===== src/rtl/counter_bus_sequencer.sv =====
// Bus master that loads, verifies and runs one
// 8-bit up/down counter peripheral on a shared bus.
module counter_bus_sequencer #(
  parameter int STROBE_CYC = 2,
  parameter int TO_W       = 18,
  parameter int TIMEOUT    = 200000
) (
  input  logic       clk,
  input  logic       reset,
  input  logic       cfg_valid,
  output logic       cfg_ready,
  input  logic [7:0] cfg_plr,
  input  logic [7:0] cfg_ulr,
  input  logic [7:0] cfg_llr,
  input  logic [7:0] cfg_ccr,
  output logic       bus_ncs,
  output logic       bus_nwr,
  output logic       bus_nrd,
  output logic [1:0] bus_addr,
  output logic [7:0] bus_dout,
  output logic       bus_oe,
  input  logic [7:0] bus_din,
  input  logic       cnt_err,
  input  logic       cnt_ec,
  output logic       cnt_start,
  output logic       busy,
  output logic       done,
  output logic       fail,
  output logic [1:0] fail_code
);

  typedef enum logic [2:0] {
    S_IDLE,
    S_WRITE,
    S_READ,
    S_CHKERR,
    S_START,
    S_WAITEC,
    S_FIN
  } state_e;

  typedef enum logic [1:0] {
    PH_SET,
    PH_STB,
    PH_HLD
  } phase_e;

  localparam int CW = $clog2(STROBE_CYC + 3);

  localparam logic [CW-1:0] WR_LAST =
    CW'(STROBE_CYC - 1);
  localparam logic [CW-1:0] RD_LAST =
    CW'(STROBE_CYC);
  localparam logic [CW-1:0] CHK_LAST = CW'(2);
  // FIN lands exactly TIMEOUT cycles after START
  localparam logic [TO_W-1:0] TO_LAST =
    TO_W'(TIMEOUT - 2);

  state_e            state_q, state_d;
  phase_e            ph_q, ph_d;
  logic [1:0]        idx_q, idx_d;
  logic [CW-1:0]     cnt_q, cnt_d;
  logic [TO_W-1:0]   to_q, to_d;
  logic [1:0]        code_q, code_d;
  logic [3:0][7:0]   val_q, val_d;
  logic              ec_seen_q;

  // Sequencer state registers
  always_ff @(posedge clk) begin
    if (!reset) begin
      state_q <= S_IDLE;
      ph_q    <= PH_SET;
      idx_q   <= 2'd0;
      cnt_q   <= '0;
      to_q    <= '0;
      code_q  <= 2'd0;
      val_q   <= '0;
    end else begin
      state_q <= state_d;
      ph_q    <= ph_d;
      idx_q   <= idx_d;
      cnt_q   <= cnt_d;
      to_q    <= to_d;
      code_q  <= code_d;
      val_q   <= val_d;
    end
  end

  // Catch sub-cycle ec pulses; sticky while waiting
  always_ff @(negedge clk) begin
    if (!reset) begin
      ec_seen_q <= 1'b0;
    end else if (state_q != S_WAITEC) begin
      ec_seen_q <= 1'b0;
    end else if (cnt_ec) begin
      ec_seen_q <= 1'b1;
    end
  end

  // Next-state: bus access sequencing and verdict
  always_comb begin
    state_d = state_q;
    ph_d    = ph_q;
    idx_d   = idx_q;
    cnt_d   = cnt_q;
    to_d    = '0;
    code_d  = code_q;
    val_d   = val_q;
    unique case (state_q)
      S_IDLE: begin
        if (cfg_valid) begin
          val_d  = {cfg_ccr, cfg_llr,
                    cfg_ulr, cfg_plr};
          code_d = 2'd0;
          idx_d  = 2'd0;
          ph_d   = PH_SET;
          cnt_d  = '0;
          if (cfg_plr < cfg_llr ||
              cfg_plr > cfg_ulr) begin
            code_d  = 2'd1;
            state_d = S_FIN;
          end else begin
            state_d = S_WRITE;
          end
        end
      end
      S_WRITE: begin
        unique case (ph_q)
          PH_SET: begin
            ph_d  = PH_STB;
            cnt_d = '0;
          end
          PH_STB: begin
            if (cnt_q == WR_LAST) ph_d = PH_HLD;
            else cnt_d = cnt_q + 1'b1;
          end
          PH_HLD: begin
            ph_d  = PH_SET;
            idx_d = idx_q + 2'd1;
            if (idx_q == 2'd3) state_d = S_READ;
          end
          default: ph_d = PH_SET;
        endcase
      end
      S_READ: begin
        unique case (ph_q)
          PH_SET: begin
            ph_d  = PH_STB;
            cnt_d = '0;
          end
          PH_STB: begin
            if (cnt_q != RD_LAST) begin
              cnt_d = cnt_q + 1'b1;
            end else if (bus_din !=
                         val_q[idx_q]) begin
              code_d  = 2'd2;
              state_d = S_FIN;
            end else begin
              ph_d  = PH_SET;
              idx_d = idx_q + 2'd1;
              if (idx_q == 2'd3) begin
                state_d = S_CHKERR;
                cnt_d   = '0;
              end
            end
          end
          default: ph_d = PH_SET;
        endcase
      end
      S_CHKERR: begin
        if (cnt_q != CHK_LAST) begin
          cnt_d = cnt_q + 1'b1;
        end else if (cnt_err) begin
          code_d  = 2'd1;
          state_d = S_FIN;
        end else begin
          state_d = S_START;
        end
      end
      S_START: state_d = S_WAITEC;
      S_WAITEC: begin
        if (ec_seen_q) begin
          code_d  = 2'd0;
          state_d = S_FIN;
        end else if (to_q == TO_LAST) begin
          code_d  = 2'd3;
          state_d = S_FIN;
        end else begin
          to_d = to_q + 1'b1;
        end
      end
      S_FIN: state_d = S_IDLE;
      default: state_d = S_IDLE;
    endcase
  end

  // Chip select spans write through end-of-cycle wait
  assign bus_ncs = !(state_q inside
    {S_WRITE, S_READ, S_CHKERR,
     S_START, S_WAITEC});

  assign bus_nwr = !(state_q == S_WRITE &&
                     ph_q == PH_STB);
  assign bus_nrd = !(state_q == S_READ &&
                     ph_q == PH_STB);
  assign bus_oe  = (state_q == S_WRITE);

  assign bus_addr =
    (state_q == S_WRITE || state_q == S_READ) ?
    idx_q : 2'd0;
  assign bus_dout =
    (state_q == S_WRITE) ? val_q[idx_q] : 8'h00;

  assign cnt_start = (state_q == S_START);
  assign cfg_ready = reset && (state_q == S_IDLE);
  assign busy      = (state_q != S_IDLE);
  assign done      = (state_q == S_FIN);
  assign fail      = done && (code_q != 2'd0);
  assign fail_code = code_q;

endmodule


===== config.mk =====
export PLATFORM = sky130hd
export DESIGN_NAME = counter_bus_sequencer
export DESIGN_NICKNAME = d
export VERILOG_FILES = /design/src/rtl/counter_bus_sequencer.sv
export SDC_FILE = /design/constraint.sdc
export NUM_CORES = 1
export LEC_CHECK = 0
export CAP_MARGIN = 10
export CORE_ASPECT_RATIO = 1.25
export CORE_UTILIZATION = 33
export CTS_CLUSTER_DIAMETER = 50
export CTS_CLUSTER_SIZE = 20
export DETAILED_ROUTE_END_ITERATION = 16
export PLACE_DENSITY = 0.56
export SYNTH_ARGS = -nofsm -noshare
export SYNTH_HDL_FRONTEND = slang
export SYNTH_SLANG_ARGS = --single-unit

===== constraint.sdc =====
create_clock -name clk -period 2.46 [get_ports clk]
set_input_delay 0.246 -clock clk [delete_from_list [all_inputs] [get_ports clk]]
set_output_delay 0.246 -clock clk [all_outputs]
set_load 0.1 [all_outputs]

==> flow_summary.ini, run 1 <==
[power]
p_per_area_mw_per_mm2 = 909
irDropWorstVdd_mv = 0.397
power.clock.fraction = 0.271
switchingPower_mw = 1.90
p_leak_nw = 2.05
combPwrFrac = 0.451
p_int_mw = 2.83
switching_share = 0.401
p_seq_frac = 0.278

[synthesis]
ys_seq_area_frac = 0.341
synth_fa_ha_area_frac = 0.0711
yosys_register_bits = 63
postSynthAreaPerCell_um2 = 8.16
yosysTopAreaCell = dfxtp_1
yosysUniqueCellTypes = 54
synth_xor_area_frac = 0.0630
ys_warn_count = 0
synth-edff-count = 0
yosysMostFrequentCell = nand2_1
ys_async_sr_fraction = 0
synthMuxAreaShare = 0.0636
synth_top_area_frac = 0.341
synth_area_mm2 = 0.00370
synth_top_family_by_area = simple AND/OR/NAND/NOR gates
synth_compound_area_frac = 0.153
synth_area_leaders = dfxtp_1, nand2_1, ha_1, a21oi_1, nor2_1
synth_nets = 519
syn_inst = 453
ys.flop_type = dfxtp_1
ys_top_cells_by_count = nand2_1, dfxtp_1, a21oi_1, nor2_1, inv_1
synthSimpleGateAreaFrac = 0.258

[setup_path]
cp-start-kind = register
slowest_delay_ns = 0.33
crit_arrival_ns = 2.72
crit_fanout = 4
crit_chain = inv_2 > nand2b_4 > a31oi_4 > a211o_1 > o41ai_1
critPathTopFamily = compound AO/OA/AOI/OAI gates
crit_buf_inv = 1
critPathCaptureType = register
critPathRequiredTime_ns = 2.69
slowest_stage = o41ai_1
path_class = register to register

[final_layout]
layout-drive-gt1-share = 0.176
final_core_util = 0.485
design_area_mm2 = 0.00520
insertedDiodeCount = 0
final_nets = 606
area_delta_synth_final_pct = 40.8

[detailed_routing]
finalWirelength_mm = 9.62
num_vias = 3490
ant_nets = 0
drt_first_pass_iters = 4
vias_per_cell = 5.16
drc = 0
drtIter0Drc = 141
wl_per_cell_um = 14.2

[floorplanning]
core_mm2 = 0.0107
die_area_mm2 = 0.0116
start_util = 0.345
row_count = 42
ios = 66
dieHeight_um = 120
die-width_um = 96.7

[global_routing]
grt_pass1_vias = 3462
overflow = 0
antenna_found_initial = 0
grt_start_max_net_pins = 34
track_usage = 0.171
grt_first_pass_wirelength_mm = 16.0

[clock_tree]
clock_sinks = 63
clk_pin_slew_ns = 0.05
clock_latency_ns = 0.38
cts_made_buffers = 9
cts_tree = yes
htreeDepth = 3
root_buffer = clkbuf_16
clockBufferDepth = 2

[status]
outcome = complete, but fails checks
failed_checks = negative setup slack

[placed_design]
io_buffers = 65
dp_slack_ns = -0.0779
placed_area_mm2 = 0.00486
hpwlAfterDp_mm = 7.41
gp_congestion = 0.867

[timing]
rsz0062_at_grt = true
setup-violations-final = 4
finalHoldViolCount = 0
tightest_slew_ns = 0.466
timing.final.ws_setup_ns = -0.0327
relSlewSlack = 0.681
drv_slew = 0
clock_skew_ns = 0.0549

[min_path]
min_path_type = register to register

[run]
maxCapViolCount = 0
==> path summary, 6_finish.rpt <==
kind / from / endpoint / slack, ns / depth (start not counted)
worst min register to register: val_q[16] / val_q[16] / 0.45 / 2
worst max-delay path: ec_seen_q / fail_code[0] / -0.03 / 5
worst max register to register: ec_seen_q / fail_code[0] / -0.03 / 5
worst min-delay path: val_q[16] / val_q[16] / 0.45 / 2
==> repair_timing <==
item	4_1_cts	5_1_grt
setup endpoints to repair	23	27
resized for setup	5	3
buffers inserted	2	0
hold buffers	0	0
pin swaps	4	4
==> logic make-up (layout without fill, tap and decap cells) <==
kind of cell    after synthesis  after routing
buf+inv                      47            139
compound gates               92             92
xor+xnor                     24             24
flops                        63             63
fa+ha+maj                    21             21
mux                          12             12
simple gates                194            194
==> final cells by class <==
cell class	count	area (µm²)
timing repair buffer	97	1080
clock inverter	6	60.1
tap	132	165
multi-input combinational	343	2300
sequential	63	1260
clock buffer	11	243
inverter	25	93.8
fill	1097	5520
==> worst register-to-register path: stages (launching register included) <==
cell	delay (ns)
dfxtp_2	0.32
inv_2	0.05
nand2b_4	0.07
a31oi_4	0.05
a211o_1	0.29
o41ai_1	0.33
==> power groups by stage <==
stage               clock, mW  sequential [mW]  combinational [mW]
floorplan             0.00509             1.36                1.38
global route             1.34             1.34                2.28
CTS                      1.31             1.31                2.14
finish                   1.28             1.31                2.13
detailed placement    0.00509             1.33                2.12
global placement      0.00509             1.33                2.11
==> layout by cell type, fill, tap and decap left out, drive strengths merged, types with 2 or more instances in the layout <==
cell / instances
nand2: 91
dfxtp: 63
buf: 53
a21oi: 47
clkdlybuf4s50: 44
nor2: 30
inv: 26
ha: 21
o21ai: 15
xnor2: 13
and2: 12
xor2: 11
clkbuf: 11
nand3: 9
nand2b: 9
and3: 8
nand4: 8
mux4: 8
nor2b: 7
nor3: 5
mux2i: 4
a211o: 4
clkinv: 4
nor3b: 3
or3: 3
o21a: 3
o211ai: 3
o22ai: 3
a2111oi: 3
nand4b: 2
o221a: 2
a31oi: 2
nor4: 2
==> through the flow <==
step / setup TNS (ns) / total power [mW] / instances / hold slack, ns
after floorplan: -0.675 / 2.75 / 453 / 0.382
after global placement: -0.110 / 3.44 / 659 / 0.438
after detailed placement: -0.243 / 3.45 / 659 / 0.445
after CTS: -0.257 / 4.75 / 677 / 0.452
after global routing: -1.18 / 4.96 / 677 / 0.473
final: -0.0637 / 4.73 / 677 / 0.448
==> state kept, by name, summed over array words and instances, names as in the netlist <==
signal / cells
idx_q: 2
cnt_q: 3
fail_code: 2
to_q: 18
ph_q: 2
state_q: 3
ec_seen_q: 1
val_q: 32
==> per-layer routing <==
metal | wire length (µm) | vias to the layer above | GRT usage
met2 | 4590 | 95 | 0.289
met5 | 0 | - | 0
met1 | 4230 | 1629 | 0.203
met3 | 494 | 23 | 0.0405
li1 | - | 1743 | -
met4 | 306 | 0 | 0.0830
(Power assumes the default switching activity.)
==> run 2: changes to the inputs <==
- CORE_ASPECT_RATIO: 1.25 -> 0.7
- CORE_UTILIZATION: 33 -> 50
- GPL_ROUTABILITY_DRIVEN: unset -> 0
- PLACE_DENSITY: 0.56 -> 0.78
==> run 2 against run 1 <==
The run still ends with negative setup slack left. Clock power decreased by 20%. Sequential share of layout area up 0.54 points. Final area shrank 2.2%. Critical path depth up 1. First-iteration DRC count rose by 84%. Via count grew 4.7%. Worst hold slack worse by 0.0031 ns. Cell count shrank 5.9%. Sequential cell count is the same. Largest cell class unchanged.
==> flow_summary.ini, run 2 (synthesis results as in run 1) <==
[status]
outcome = complete, but fails checks
failed_checks = negative setup slack

[placed_design]
placed_area_mm2 = 0.00476
io_buffers = 65
place_inst = 614
dp_slack_ns = -0.138
hpwlAfterDp_mm = 7.46

[clock_tree]
clockBufferDepth = 2
cts_made_buffers = 9
clk_pin_slew_ns = 0.07
cts_tree = yes
root_buffer = clkbuf_8
clock_sinks = 63
htreeDepth = 3
clock_latency_ns = 0.39

[setup_path]
critPathCaptureType = register
cp_common_cell = a2111oi_2
crit_fanout = 4
slowest_delay_ns = 0.36
rr_endpoint = state_q[0]
crit_arrival_ns = 2.85
reg2reg_setup_slack_ns = -0.15
path_class = register to register
ff2ff_path_depth = 6
critPathRequiredTime_ns = 2.70
crit_chain = inv_2 > nand2b_4 > a31oi_4 > buf_4 > a2111oi_2 > a2111oi_2
cp-start-kind = register
slowest_stage = a2111oi_2
reg2reg_from = ec_seen_q

[timing]
tightest_slew_ns = 1.11
setup-violations-final = 3
clock_skew_ns = 0.0455
setup_tns_ns = -0.410
rsz0062_at_grt = true
finalHoldViolCount = 0
relSlewSlack = 0.262
timing.final.ws_setup_ns = -0.151
drv_slew = 0

[power]
p_per_area_mw_per_mm2 = 893
p_leak_nw = 2.01
design_power_total_mw = 4.54
irDropWorstVdd_mv = 0.688

[detailed_routing]
wl_per_cell_um = 16.4
num_vias = 3654
drtIter0Drc = 259
ant_nets = 0
drt_first_pass_iters = 4
drc = 0
finalWirelength_mm = 10.4
vias_per_cell = 5.74

[floorplanning]
start_util = 0.532
ios = 66
row_count = 25
core_mm2 = 0.00694
die_area_mm2 = 0.00775
die-width_um = 105
dieHeight_um = 73.9

[min_path]
min_path_type = input port to register
hold_end = val_q[28]
min_path_cells = 3
hold_path.startpoint = cfg_ccr[4]

[final_layout]
final_nets = 604
final_cells = 637
layout-drive-gt1-share = 0.177
insertedDiodeCount = 0
largest_reg_flops = 32
final_cell_mix = nand2_1, dfxtp_1, a21oi_1
top_register = val_q
area_delta_synth_final_pct = 37.7
mostFrequentLayoutCell = nand2_1
fillers = 518
design_area_mm2 = 0.00509
reg.largest.list = val_q: 32 flops, to_q: 18 flops

[run]
maxCapViolCount = 0

[global_routing]
antenna_found_initial = 0
grt_first_pass_wirelength_mm = 16.9
grt_util_met2 = 0.482
overflow = 0
busiest_layer = met2
grt_pass1_vias = 3489
grt_start_max_net_pins = 33
globalRouteMet3Util = 0.0561
grt_util_met1 = 0.365
track_usage = 0.281
## run 2: cell types whose count changed in the layout (fill, tap and decap cells not counted), moves of 2 or more
cell	change
nor2_2	+2
buf_4	-2
a21oi_2	+2
nor2_1	-2
a21oi_1	-2
clkbuf_8	+9
clkbuf_16	-9
## run 2: area by class of cell
cell class	instances	area, µm²	area share
inverter	25	93.8	0.0184
clock buffer	11	141	0.0278
multi-input combinational	343	2330	0.457
sequential	63	1260	0.248
timing repair buffer	95	1060	0.208
clock inverter	6	85.1	0.0167
tap	94	118	0.0231
## run 2: how the worst max path moves through the flow
stage	startpoint	end	slack [ns]	depth (start not counted)
6_report	ec_seen_q	state_q[0]	-0.15	6
5_1_grt	ec_seen_q	fail_code[0]	-0.17	6
4_1_cts	ec_seen_q	fail_code[1]	-0.12	6
3_5_place_dp	ec_seen_q	fail_code[1]	-0.14	6
3_3_place_gp	cfg_llr[3]	state_q[2]	-0.03	9
2_1_floorplan	state_q[2]	fail	-0.42	4
## run 2: per-stage QoR
step                hold WS, ns   util
finish                    0.445  0.733
global route              0.465  0.733
CTS                       0.437  0.726
detailed placement        0.446  0.686
global placement          0.440  0.686
floorplan                 0.382      -
## run 2: per-layer routing
metal	part of all wire	wire [µm]	vias to the layer above
met2	0.47	4900	159
met3	0.071	736	15
met1	0.45	4640	1739
met4	0.014	142	0
li1	-	-	1741
met5	0	0	-
## run 2: power by group
group | total [mW] | switching [mW] | internal (mW)
logic | 2.21 | 1.36 | 0.850
registers | 1.31 | 0.132 | 1.18
clock network | 1.03 | 0.427 | 0.601
## run 2: critical path, delay by kind of cell (launching register included)
| family | cells | cell delay (ns) |
|---|---|---|
| flip-flops | 1 | 0.32 |
| AND/OR/NAND/NOR | 1 | 0.07 |
| AO/OA/AOI/OAI | 3 | 0.57 |
| buffers and inverters | 2 | 0.27 |
## run 2: repair_timing
item	CTS	global route
hold buffers	0	0
resized for setup	7	5
setup endpoints to repair	21	18
setup buffers	4	3
pin swaps	3	4
==> run 3: changes to the inputs <==
- SKIP_LAST_GASP: unset -> 1
==> run 3 against run 2 <==
The run still ends with negative setup slack left. Routed wire length grew 3.9%. Critical path depth grew 1. Clock power is essentially flat. Clock-buffer cell count is the same. Critical path type unchanged. Critical endpoint is now fail_code[1].
==> flow_summary.ini, run 3 (synthesis results as in run 1) <==
[status]
outcome = complete, but fails checks
failed_checks = negative setup slack

[detailed_routing]
ant_nets = 0
wl_per_cell_um = 17.0
drc = 0
drtIter0Drc = 326
vias_per_cell = 5.82
num_vias = 3709
drt_first_pass_iters = 6
finalWirelength_mm = 10.8

[global_routing]
grt_first_pass_wirelength_mm = 16.9
antenna_found_initial = 0
track_usage = 0.281
overflow = 0
grt_pass1_vias = 3491
grt_start_max_net_pins = 33

[setup_path]
crit_fanout = 2
critPathRequiredTime_ns = 2.74
critPathCaptureType = register
critPathTopFamily = buffers and inverters
cp_common_cell = buf_4
crit_buf_inv = 4
crit_arrival_ns = 2.88
slowest_delay_ns = 0.32
crit_chain = inv_2 > nand2b_4 > buf_4 > buf_4 > buf_4 > a211o_1 > a21oi_2
cp-start-kind = register
path_class = register to register
slowest_stage = dfxtp_2

[placed_design]
dp_slack_ns = -0.138
place_inst = 614
hpwlAfterDp_mm = 7.46
io_buffers = 65

[final_layout]
reg.largest.list = val_q: 32 flops, to_q: 18 flops
final_nets = 604
top_register = val_q
final_cells = 637
final_cell_mix = nand2_1, dfxtp_1, a21oi_1
layout-drive-gt1-share = 0.173
largest_reg_flops = 32
insertedDiodeCount = 0
fillers = 516
area_delta_synth_final_pct = 37.6
mostFrequentLayoutCell = nand2_1
final_core_util = 0.732

[timing]
hold_ws_ns = 0.441
drv_slew = 0
rsz0062_at_grt = true
timing.final.ws_setup_ns = -0.135
tightest_slew_ns = 1.10
relSlewSlack = 0.268
setup-violations-final = 3
clock_skew_ns = 0.0428
finalHoldViolCount = 0

[floorplanning]
core_mm2 = 0.00694
row_count = 25
dieHeight_um = 73.9
ios = 66
die-width_um = 105
start_util = 0.532
die_area_mm2 = 0.00775

[clock_tree]
cts_made_buffers = 9
clock_latency_ns = 0.38
clk_pin_slew_ns = 0.07
clock_sinks = 63
htreeDepth = 3
root_buffer = clkbuf_8
clockBufferDepth = 2
cts_tree = yes

[run]
maxCapViolCount = 0

[power]
p_per_area_mw_per_mm2 = 895
irDropWorstVdd_mv = 0.669
design_power_total_mw = 4.55
p_leak_nw = 2.01

[min_path]
min_path_type = input port to register
==> run 3: stage by stage <==
step	cell area, µm²	TNS [ns]
floorplan	3730	-0.675
global placement	4760	-0.0306
detailed placement	4760	-1.68
CTS	5040	-0.258
global route	5080	-0.481
finish	5080	-0.378
==> run 3: cell type report <==
cell class / count / area [µm²] / share of cell area
inverters: 25 / 93.8 / 0.0185
multi-input cells: 343 / 2320 / 0.457
well taps: 94 / 118 / 0.0231
clock buffers: 11 / 141 / 0.0278
repair buffers: 95 / 1060 / 0.209
clock inverters: 6 / 85.1 / 0.0167
flip-flops and latches: 63 / 1260 / 0.249
==> run 3: repair_timing <==
action                     in CTS  in global routing
resized for setup               6                  4
pin swaps                       3                  4
setup endpoints to repair      21                 18
hold buffers                    0                  0
setup buffers                   4                  3
==> run 3: per-layer routing <==
metal | track usage | share of wire | vias up
met1 | 0.366 | 0.42 | 1758
li1 | - | - | 1737
met2 | 0.482 | 0.48 | 184
met4 | 0.0908 | 0.021 | 0
met3 | 0.0543 | 0.078 | 30
met5 | 0 | 0 | -
==> run 3: power breakdown <==
part	internal, mW	switching, mW	total, mW	leakage, nW
clock network	0.601	0.428	1.03	0.116
registers	1.18	0.136	1.31	0.514
logic	0.848	1.36	2.21	1.38
==> run 3: worst register-to-register path, stage by stage (launching register included) <==
cell and delay [ns]:
dfxtp_2 0.32, inv_2 0.10, nand2b_4 0.08, buf_4 0.13, buf_4 0.13, buf_4 0.13, a211o_1 0.27, a21oi_2 0.12
==> run 3: final timing paths <==
| kind | start | endpoint | slack [ns] | cells after the start |
|---|---|---|---|---|
| max | ec_seen_q | fail_code[1] | -0.13 | 7 |
| min | cfg_ccr[4] | val_q[28] | 0.44 | 3 |
| max reg2reg | ec_seen_q | fail_code[1] | -0.13 | 7 |
| min reg2reg | val_q[8] | val_q[8] | 0.45 | 2 |
